File: src/rtl/aidan_mcnay_div.sv
// Iterative unsigned restoring divider: one quotient bit per cycle, MSB first.
// Valid/ready handshake on both sides; one transaction in flight at a time.
module aidan_mcnay_div #(
  parameter int nbits = 32
) (
  input  logic             clk,
  input  logic             reset,
  input  logic [nbits-1:0] opa,
  input  logic [nbits-1:0] opb,
  input  logic             istream_val,
  output logic             istream_rdy,
  output logic [nbits-1:0] result,
  output logic             ostream_val,
  input  logic             ostream_rdy
);

  localparam int CW = $clog2(nbits + 1);

  typedef enum logic [1:0] {IDLE, CALC, DONE} state_t;

  state_t           state_q, state_d;
  logic [nbits:0]   rem_q, rem_d;
  logic [nbits-1:0] quo_q, quo_d;
  logic [nbits-1:0] dvs_q, dvs_d;
  logic [CW-1:0]    cnt_q, cnt_d;
  logic             irdy_q, irdy_d;
  logic             oval_q, oval_d;

  logic [nbits:0]   shifted;
  logic [nbits:0]   diff;

  // The dividend register doubles as the quotient: bits shift out the top
  // into the remainder while quotient bits shift in at the bottom.
  always_comb begin
    // NOTE: every signal assigned here gets a default first, so no path leaves it unassigned and no latch is inferred.
    state_d = state_q;
    rem_d   = rem_q;
    quo_d   = quo_q;
    dvs_d   = dvs_q;
    cnt_d   = cnt_q;
    shifted = {rem_q[nbits-1:0], quo_q[nbits-1]};
    diff    = shifted - {1'b0, dvs_q};

    case (state_q)
      IDLE: begin
        if (istream_val) begin
          rem_d   = '0;
          quo_d   = opa;
          dvs_d   = opb;
          cnt_d   = CW'(nbits);
          state_d = CALC;
        end
      end
      CALC: begin
        // A zero divisor always "fits", which yields the all-ones quotient.
        if (shifted >= {1'b0, dvs_q}) begin
          rem_d = diff;
          quo_d = {quo_q[nbits-2:0], 1'b1};
        end else begin
          rem_d = shifted;
          quo_d = {quo_q[nbits-2:0], 1'b0};
        end
        cnt_d = cnt_q - CW'(1);
        if (cnt_q == CW'(1)) state_d = DONE;
      end
      DONE: begin
        if (ostream_rdy) state_d = IDLE;
      end
      default: state_d = IDLE;
    endcase

    irdy_d = (state_d == IDLE);
    oval_d = (state_d == DONE);
  end

  always_ff @(posedge clk or posedge reset) begin
    if (reset) begin
      state_q <= IDLE;
      rem_q   <= '0;
      quo_q   <= '0;
      dvs_q   <= '0;
      cnt_q   <= '0;
      irdy_q  <= 1'b1;
      oval_q  <= 1'b0;
    end else begin
      // NOTE: sequential state uses non-blocking assignment so all flops update together from pre-edge values.
      state_q <= state_d;
      rem_q   <= rem_d;
      quo_q   <= quo_d;
      dvs_q   <= dvs_d;
      cnt_q   <= cnt_d;
      irdy_q  <= irdy_d;
      oval_q  <= oval_d;
    end
  end

  assign istream_rdy = irdy_q;
  assign ostream_val = oval_q;
  assign result      = quo_q;

endmodule

File: config.mk
export PLATFORM = sky130hd
export DESIGN_NAME = aidan_mcnay_div
export DESIGN_NICKNAME = d
export VERILOG_FILES = /design/src/rtl/aidan_mcnay_div.sv
export SDC_FILE = /design/constraint.sdc
export NUM_CORES = 1
export LEC_CHECK = 0
export BUFFER_PORTS_ARGS = -buffer_cell sky130_fd_sc_hd__buf_2
export CELL_PAD_IN_SITES_DETAIL_PLACEMENT = 0
export CELL_PAD_IN_SITES_GLOBAL_PLACEMENT = 2
export CORE_ASPECT_RATIO = 1.2
export CORE_UTILIZATION = 37
export DETAILED_ROUTE_END_ITERATION = 12
export HOLD_SLACK_MARGIN = 0.12
export PLACE_DENSITY_LB_ADDON = 0.1
export SLEW_MARGIN = 20
export SYNTH_ARGS = -nofsm -noshare
export SYNTH_HDL_FRONTEND = slang
export SYNTH_SLANG_ARGS = --single-unit
File: constraint.sdc
create_clock -name clk -period 9.4 [get_ports clk]
set_clock_uncertainty 0.15 [all_clocks]
set_input_delay 2.35 -clock clk [delete_from_list [all_inputs] [get_ports clk]]
set_output_delay 2.35 -clock clk [all_outputs]
set_load 0.02 [all_outputs]
==> impl_metrics.env, run 1 <==
export IMPL_grt_ovfl_total=0
export IMPL_endpoint_kind="register"
export IMPL_final_max_slew_viol_count=0
export IMPL_clock_sinks=106
export IMPL_worstSkewPairLatency_ns=0.36
export IMPL_worst_pin_slew_ns=0.996
export IMPL_yosys_area_top_type_share=0.416
export IMPL_ant_nets=0
export IMPL_ys_seq_area_frac=0.420
export IMPL_cp_top_family="buffers and inverters"
export IMPL_nets=907
export IMPL_slowest_delay_ns=0.47
export IMPL_synth_edff_count=0
export IMPL_worstPathCellList="buf_2, nor2b_2, nor2b_4, buf_4, o21ai_0"
export IMPL_grt_max_degree=65
export IMPL_grt_pass1_vias=5125
export IMPL_wire_per_inst_um=15.2
export IMPL_required_ns=9.46
export IMPL_dieHeight_um=145
export IMPL_async_reset_ff_frac=1.00
export IMPL_die_w_um=121
export IMPL_cts_tree="yes"
export IMPL_syn_cell_area_um2=6310
export IMPL_dpl_hpwl_um=10900
export IMPL_drive_gt1_frac=0.176
export IMPL_yosysWarnings=0
export IMPL_final_setup_viol_count=0
export IMPL_met2_usage=0.288
export IMPL_rsz0062_at_grt="false"
export IMPL_gr_usage_met3=0.0263
export IMPL_avgSynthCellArea_um2=8.72
export IMPL_critPathLaunchType="input port"
export IMPL_min_period_over_period=0.408
export IMPL_synth_main_ff_cell="dfrtp_1"
export IMPL_placementRows=51
export IMPL_setup_tns_ns=0
export IMPL_cts_setup_buffers=0
export IMPL_hold_buffers=0
export IMPL_yosys_top_cells_count="dfrtp_1, o21ai_0, nand2_1"
export IMPL_cap_violations=0
export IMPL_area_growth_pct=15.3
export IMPL_ys_seq_elements=106
export IMPL_vias=5316
export IMPL_num_io_pins=102
export IMPL_dieArea_um2=17600
export IMPL_syn_num_nets=827
export IMPL_routed_wl_um=15600
export IMPL_yosys_area_top_type="dfrtp_1"
export IMPL_gp_congestion=0.811
export IMPL_critical_path_buf_inv_count=2
export IMPL_clockRootBuffer="clkbuf_16"
export IMPL_cts_buffers=9
export IMPL_synth_most_common_cell="dfrtp_1"
export IMPL_first_iter_violations=311
export IMPL_grt_usage=0.184
export IMPL_yosys_cell_types_count=51
export IMPL_antenna_found_initial=0
export IMPL_synth_cells=724
export IMPL_drc=0
export IMPL_path_max_fanout=64
export IMPL_clk_pin_slew_worst_paths_ns=0.08
export IMPL_clk_path_buf_depth=2
export IMPL_status="finished clean"
export IMPL_hold_violations=0
export IMPL_placedCellCount=1005
export IMPL_critical_path_slowest_cell="buf_2"
export IMPL_dr_pass1_iters=4
export IMPL_max_freq_mhz=261
export IMPL_gr_max_usage_layer="met2"
export IMPL_stdcell_count=1021
export IMPL_period_minus_slack_ns=3.84
export IMPL_coreArea_um2=16500
export IMPL_timing_slew_headroom=0.336
export IMPL_cts_htree_levels=3
export IMPL_grt_pass1_wl_um=25900
export IMPL_io_buffers=101
export IMPL_worstSetupPathType="input port to register"
export IMPL_start_util=0.384
export IMPL_hold_path_class="register to register"
export IMPL_synthTopCellsByArea="dfrtp_1, o21ai_0, ha_1"
export IMPL_cp_arrival_ns=3.90
export IMPL_post_cts_resized=0
export IMPL_globalRouteMet1Util=0.256
export IMPL_viasPerCell=5.21
export IMPL_antenna_cells=0
[placed cells by master, fill, tap and decap left out, types with 3 or more instances in the layout]
cell type / synthesis / routed
o21ai_1: 17 / 17
o21bai_1: 9 / 8
nor2_1: 24 / 24
a21o_1: 9 / 9
xor2_1: 14 / 14
a41oi_1: 4 / 4
xnor2_1: 16 / 16
nand3_1: 7 / 7
nor3_1: 5 / 5
ha_1: 34 / 34
or2_2: 3 / 3
o21ai_0: 100 / 100
mux2i_1: 13 / 13
inv_1: 47 / 46
dfrtp_1: 105 / 105
nand2_1: 95 / 95
o21a_1: 4 / 4
nand2b_1: 3 / 3
clkbuf_16: 0 / 9
a22oi_1: 38 / 38
buf_4: 2 / 7
buf_2: 0 / 101
o221ai_1: 4 / 4
nor2b_1: 33 / 31
a31o_2: 3 / 3
nand4_1: 9 / 9
a21oi_1: 64 / 64
[layer usage]
layer	wire length [um]	vias up	part of all wire
met4	263	0	0.017
met1	7640	2533	0.49
met5	0	-	0
met2	7290	68	0.47
met3	359	16	0.023
li1	-	2699	-
[per-stage QoR]
stage	hold WS, ns	area [um2]	utilization	worst slack, ns
floorplan	0.300	6310	-	4.11
global placement	0.339	6970	0.423	5.25
detailed placement	0.343	6970	0.423	5.20
CTS	0.360	7280	0.442	5.57
global route	0.374	7280	0.442	5.31
finish	0.358	7280	0.442	5.56
[tightest hold or removal path: cells and delay by family, from the launching register on]
family | cells | cell delay [ns]
flops | 1 | 0.37
simple gates | 2 | 0.11
[flip-flops by register name, summed over array words and instances (netlist names)]
register and cells:
istream_rdy 1, cnt_q 6, ostream_val 1, rem_q 32
state_q 2, result 32, dvs_q 32
[final cells by class]
type | instances | area [um2]
Clock buffer | 10 | 239
Clock inverter | 6 | 71.3
Fill cell | 1676 | 9180
Inverter | 47 | 179
Multi-Input combinational cell | 532 | 3310
Sequential cell | 106 | 2650
Tap cell | 212 | 265
Timing Repair Buffer | 108 | 558
[path summary, 6_finish.rpt]
check	cells after the start	endpoint	start	slack [ns]
min reg2reg	2	dvs_q[0]	dvs_q[0]	0.36
min in group asynchronous	2	dvs_q[6]	reset	1.92
max	5	dvs_q[19]	istream_val	5.56
max in group asynchronous	3	result[26]	reset	6.00
max reg2reg	11	rem_q[18]	rem_q[11]	5.65
min	2	dvs_q[0]	dvs_q[0]	0.36
[cell families (layout without fill, tap and decap cells)]
family / after synthesis / after routing / share of synthesized area
muxes: 13 / 13 / 0.0206
xor gates and xnor gates: 30 / 30 / 0.0416
buffers and inverters: 86 / 171 / 0.0573
adders and majority gates: 35 / 35 / 0.0705
and+or+nand+nor: 188 / 188 / 0.139
DFF: 106 / 106 / 0.420
AOI/OAI and AO/OA: 266 / 266 / 0.251
Power of run 1 is not shown: default switching activity piles up to over one toggle a cycle in this logic, so the estimate is an artifact.
==> run 2: changes to the inputs <==
--- a/config.mk
+++ b/config.mk
@@ -5,11 +5,12 @@
 export SDC_FILE = /design/constraint.sdc
 export NUM_CORES = 1
 export LEC_CHECK = 0
+export ABC_AREA = 1
 export BUFFER_PORTS_ARGS = -buffer_cell sky130_fd_sc_hd__buf_2
 export CELL_PAD_IN_SITES_DETAIL_PLACEMENT = 0
 export CELL_PAD_IN_SITES_GLOBAL_PLACEMENT = 2
 export CORE_ASPECT_RATIO = 1.2
-export CORE_UTILIZATION = 37
+export CORE_UTILIZATION = 29
 export DETAILED_ROUTE_END_ITERATION = 12
 export HOLD_SLACK_MARGIN = 0.12
 export PLACE_DENSITY_LB_ADDON = 0.1
==> constraint.sdc (replaced) <==
create_clock -name clk -period 3.14 [get_ports clk]
set_clock_uncertainty 0.15 [all_clocks]
set_input_delay 0.785 -clock clk [delete_from_list [all_inputs] [get_ports clk]]
set_output_delay 0.785 -clock clk [all_outputs]
set_load 0.02 [all_outputs]
==> impl_metrics.env, run 2 <==
export IMPL_status="finished clean"
export IMPL_endpoint_kind="register"
export IMPL_dr_pass1_iters=4
export IMPL_cts_tree="yes"
export IMPL_vias=6769
export IMPL_cp_arrival_ns=2.73
export IMPL_area_growth_pct=15.3
export IMPL_worstSkewPairLatency_ns=0.37
export IMPL_timing_rr_end="rem_q[10]"
export IMPL_grt_ovfl_total=0
export IMPL_synth_edff_count=0
export IMPL_ys_seq_elements=106
export IMPL_clockRootBuffer="clkbuf_16"
export IMPL_grt_pass1_wl_um=36800
export IMPL_critPathLaunchType="register"
export IMPL_yosys_cell_types_count=41
export IMPL_async_reset_ff_frac=1.00
export IMPL_hold_buffers=0
export IMPL_crit_cells=14
export IMPL_clk_pin_slew_worst_paths_ns=0.07
export IMPL_rsz0062_at_grt="false"
export IMPL_hold_violations=0
export IMPL_coreArea_um2=24800
export IMPL_hold_path_class="input port to asynchronous set/reset pin"
export IMPL_wire_per_inst_um=14.6
export IMPL_dieArea_um2=26100
export IMPL_dieHeight_um=177
export IMPL_yosysWarnings=0
export IMPL_max_freq_mhz=377
export IMPL_drc=0
export IMPL_cpMostUsedCell="nand2_1"
export IMPL_worstSetupPathType="register to register"
export IMPL_dpl_hpwl_um=17300
export IMPL_start_util=0.297
export IMPL_avgSynthCellArea_um2=6.70
export IMPL_synth_main_ff_cell="dfrtp_1"
export IMPL_cp_top_family="simple AND/OR/NAND/NOR gates"
export IMPL_required_ns=3.21
export IMPL_drive_gt1_frac=0.138
export IMPL_clock_sinks=106
export IMPL_ff2ff_setup_slack_ns=0.49
export IMPL_critical_path_buf_inv_count=3
export IMPL_slowest_delay_ns=0.40
export IMPL_critical_path_slowest_cell="dfrtp_1"
export IMPL_post_cts_resized=0
export IMPL_gp_congestion=0.832
export IMPL_routed_wl_um=22300
export IMPL_yosys_area_top_type="dfrtp_1"
export IMPL_crit_start="rem_q[7]"
export IMPL_first_iter_violations=255
export IMPL_final_setup_viol_count=0
export IMPL_final_cell_mix="nand2_1, inv_1, dfrtp_1"
export IMPL_antenna_cells=0
export IMPL_cap_violations=0
export IMPL_syn_num_nets=1205
export IMPL_yosys_top_cells_count="nand2_1, inv_1, dfrtp_1"
export IMPL_timing_slew_headroom=0.517
export IMPL_cts_buffers=9
export IMPL_reg2reg_from="rem_q[7]"
export IMPL_setup_tns_ns=0
export IMPL_endpoint="rem_q[10]"
export IMPL_antenna_found_initial=0
export IMPL_synth_most_common_cell="nand2_1"
export IMPL_nets=1296
export IMPL_cts_setup_buffers=0
export IMPL_grt_pass1_vias=6944
export IMPL_die_w_um=148
export IMPL_period_minus_slack_ns=2.65
export IMPL_ys_seq_area_frac=0.359
export IMPL_worst_pin_slew_ns=0.724
export IMPL_final_common_cell="nand2_1"
export IMPL_grt_max_degree=49
export IMPL_synthTopCellsByArea="dfrtp_1, nand2_1, inv_1"
export IMPL_grt_usage=0.182
export IMPL_clk_path_buf_depth=2
export IMPL_cts_htree_levels=3
export IMPL_r2r_worst_path_cells=14
export IMPL_worstPathCellList="ha_1, nand2_1, nand2_1, inv_1, nand2_1, inv_2, nand3_2, nand2_2, nand2_2, nand2_4, buf_4, nand3_1, nand3_1, o21ai_0"
export IMPL_ant_nets=0
export IMPL_synth_cells=1102
export IMPL_syn_cell_area_um2=7380
export IMPL_io_buffers=101
export IMPL_num_io_pins=102
export IMPL_nFillCells=2852
export IMPL_final_max_slew_viol_count=0
export IMPL_placementRows=63
export IMPL_min_period_over_period=0.844
export IMPL_path_max_fanout=20
export IMPL_yosys_area_top_type_share=0.356
export IMPL_viasPerCell=4.44
## run 2: cell count changes in the layout (fill, tap and decap cells not counted), moves of 12 or more
cell / change
o21ai_0: -63
nor2_1: +18
a22oi_1: -38
mux2i_1: -12
xor2_1: -12
inv_1: +131
nand2_1: +347
nand3b_1: +13
nor2b_1: -31
a21oi_1: -47
nand3_1: +93
## run 2: how the worst min path moves through the flow
stage | endpoint | depth (start not counted)
2_1_floorplan | dvs_q[0] | 2
3_3_place_gp | rem_q[21] | 2
3_5_place_dp | result[21] | 2
4_1_cts | state_q[1] | 2
5_1_grt | state_q[1] | 2
6_report | state_q[1] | 2
## run 2: metal layers
metal / global-route usage / wire length, um
met5: 0 / 0
met4: 0.0601 / 388
met3: 0.0332 / 777
met2: 0.324 / 10800
met1: 0.220 / 10200
## run 2: worst reg2reg max path, stage by stage (launching register included)
cell and delay [ns]:
dfrtp_1 0.40, ha_1 0.38, nand2_1 0.10, nand2_1 0.07
inv_1 0.06, nand2_1 0.08, inv_2 0.06, nand3_2 0.16
nand2_2 0.13, nand2_2 0.09, nand2_4 0.23, buf_4 0.33
nand3_1 0.12, nand3_1 0.09, o21ai_0 0.07
## run 2: metrics by stage
stage                     instance area, um2  setup slack [ns]   util  hold WS (ns)  instances
after floorplan                         7390             0.932      -         0.303       1102
after global placement                  8220             0.462  0.331         0.340       1507
after detailed placement                8220             0.433  0.331         0.345       1507
after CTS                               8510             0.413  0.343         0.312       1523
after global routing                    8510             0.257  0.343         0.337       1523
final                                   8510             0.489  0.343         0.303       1523
## run 2: layout make-up
type / count / area, um2 / share of cell area
clock inverter: 5 / 60.1 / 0.00706
sequential: 106 / 2650 / 0.312
timing repair buffer: 111 / 606 / 0.0711
multi-input combinational: 777 / 3840 / 0.451
clock buffer: 11 / 233 / 0.0273
inverter: 188 / 711 / 0.0835
tap: 325 / 407 / 0.0478
## run 2: logic make-up after synthesis
kind of cell / Yosys count / share of synthesized area
flip-flops: 106 / 0.359
buffers and inverters: 219 / 0.122
XOR/XNOR: 16 / 0.0190
AO/OA/AOI/OAI: 77 / 0.0571
adder cells (fa/ha/maj): 35 / 0.0603
AND/OR/NAND/NOR: 648 / 0.381
multiplexers: 1 / 0.00136
Power of run 2 is left out for the same reason.
==> run 3: changes to the inputs <==
==> constraint.sdc (replaced) <==
create_clock -name clk -period 2.3 [get_ports clk]
set_clock_uncertainty 0.15 [all_clocks]
set_input_delay 0.575 -clock clk [delete_from_list [all_inputs] [get_ports clk]]
set_output_delay 0.575 -clock clk [all_outputs]
set_load 0.02 [all_outputs]
==> impl_metrics.env, run 3 (same netlist as run 2, synthesis figures left out) <==
export IMPL_stdcell_count=1652
export IMPL_period_minus_slack_ns=2.26
export IMPL_grt_max_degree=97
export IMPL_worstSkewPairLatency_ns=0.37
export IMPL_hold_buffers=0
export IMPL_slowest_delay_ns=0.37
export IMPL_required_ns=2.43
export IMPL_wire_per_inst_um=14.7
export IMPL_dr_pass1_iters=4
export IMPL_viasPerCell=4.47
export IMPL_worstSetupPathType="register to register"
export IMPL_cap_violations=0
export IMPL_timing_slew_headroom=0.499
export IMPL_final_max_slew_viol_count=0
export IMPL_clockRootBuffer="clkbuf_16"
export IMPL_area_growth_pct=43.5
export IMPL_nFillCells=2677
export IMPL_final_common_cell="nand2_1"
export IMPL_min_period_over_period=0.981
export IMPL_grt_ovfl_total=0
export IMPL_antenna_found_initial=0
export IMPL_vias=7378
export IMPL_ant_nets=0
export IMPL_final_setup_viol_count=0
export IMPL_clk_pin_slew_worst_paths_ns=0.08
export IMPL_gr_usage_met3=0.0314
export IMPL_clock_sinks=106
export IMPL_hold_violations=0
export IMPL_cp_top_family="simple AND/OR/NAND/NOR gates"
export IMPL_io_buffers=101
export IMPL_grt_pass1_wl_um=39200
export IMPL_worst_pin_slew_ns=0.751
export IMPL_dieHeight_um=177
export IMPL_num_io_pins=102
export IMPL_placedCellCount=1591
export IMPL_drive_gt1_frac=0.345
export IMPL_place_ws_ns=-0.246
export IMPL_final_cell_mix="nand2_1, inv_1, buf_4"
export IMPL_dieArea_um2=26100
export IMPL_grt_pass1_vias=7514
export IMPL_globalRouteMet1Util=0.234
export IMPL_cp_arrival_ns=2.39
export IMPL_nets=1425
export IMPL_path_max_fanout=8
export IMPL_dpl_hpwl_um=17600
export IMPL_hold_path_class="input port to asynchronous set/reset pin"
export IMPL_cts_tree="yes"
export IMPL_fin_util=0.427
export IMPL_drc=0
export IMPL_die_w_um=148
export IMPL_coreArea_um2=24800
export IMPL_first_iter_violations=228
export IMPL_gr_max_usage_layer="met2"
export IMPL_clk_path_buf_depth=2
export IMPL_placementRows=63
export IMPL_critical_path_buf_inv_count=4
export IMPL_rsz0062_at_grt="true"
export IMPL_worstPathCellList="inv_2, ha_4, nand2_4, nor3_4, buf_4, a21oi_4, nand2_4, nor2_8, buf_12, buf_12, nand2_8, nand2_2, nand3_2, o21ai_1"
export IMPL_setup_ws_ns=0.0433
export IMPL_max_freq_mhz=443
export IMPL_grt_usage=0.194
export IMPL_cts_buffers=9
export IMPL_routed_wl_um=24300
export IMPL_antenna_cells=0
export IMPL_met2_usage=0.352
export IMPL_critPathLaunchType="register"
export IMPL_critical_path_slowest_cell="dfrtp_1"
export IMPL_status="finished clean"
export IMPL_endpoint_kind="register"
export IMPL_cts_htree_levels=3
export IMPL_start_util=0.297
export IMPL_gp_congestion=0.804
run 3: changes by cell type in the layout (fill, tap and decap cells not counted), moves of 6 or more:
cell,previous run,this run
buf_4,8,119
nand2_1,442,378
nand2_2,5,57
ha_1,34,2
ha_4,0,31
inv_1,177,152
inv_2,4,29
nand3_1,100,78
nand3_2,12,32
nor2_1,42,28
nor2_4,2,15
nand2_4,1,12
buf_12,2,8
run 3: what timing repair did:
item                                    in CTS  in global routing
buffers inserted                            18                 21
endpoints found under the setup margin      33                 32
pin swaps                                   19                 59
cloned                                       4                  2
resized for setup                           80                138
run 3: final timing paths:
check                          start         end  slack [ns]  cells past startpoint
min reg2reg                 dvs_q[0]    dvs_q[0]        0.36                      2
max reg2reg                dvs_q[29]    rem_q[4]        0.04                     14
min                            reset  state_q[1]        0.15                      3
min in group clk              opb[0]    dvs_q[0]        0.26                      3
max                        dvs_q[29]    rem_q[4]        0.04                     14
max in group asynchronous      reset   dvs_q[20]        1.55                      3
run 3: layer usage:
layer / share of wire / up-vias
li1: - / 3831
met1: 0.45 / 3411
met2: 0.50 / 116
met3: 0.035 / 20
met4: 0.015 / 0
met5: 0 / -
run 3: tightest hold or removal path, stage by stage:
cell and delay [ns]:
buf_2 0.11, clkinvlp_4 0.10, buf_12 0.27
run 3: final cells by class:
cell class                      instances  area [um2]  area share
Clock buffer                           11         243      0.0229
Clock inverter                          5        68.8     0.00650
Inverter                              188         716      0.0676
Multi-Input combinational cell        780        4780       0.451
Sequential cell                       106        2650       0.251
Tap cell                              325         407      0.0384
Timing Repair Buffer                  237        1720       0.163
run 3: metrics by stage:
step	instance area [um2]	hold slack (ns)	TNS (ns)
floorplan	7390	0.303	0
global placement	8870	0.335	-3.34
detailed placement	8870	0.336	-3.83
CTS	9950	0.153	-0.00665
global route	10600	0.174	-0.793
finish	10600	0.147	0
Power of run 3 is left out for the same reason.
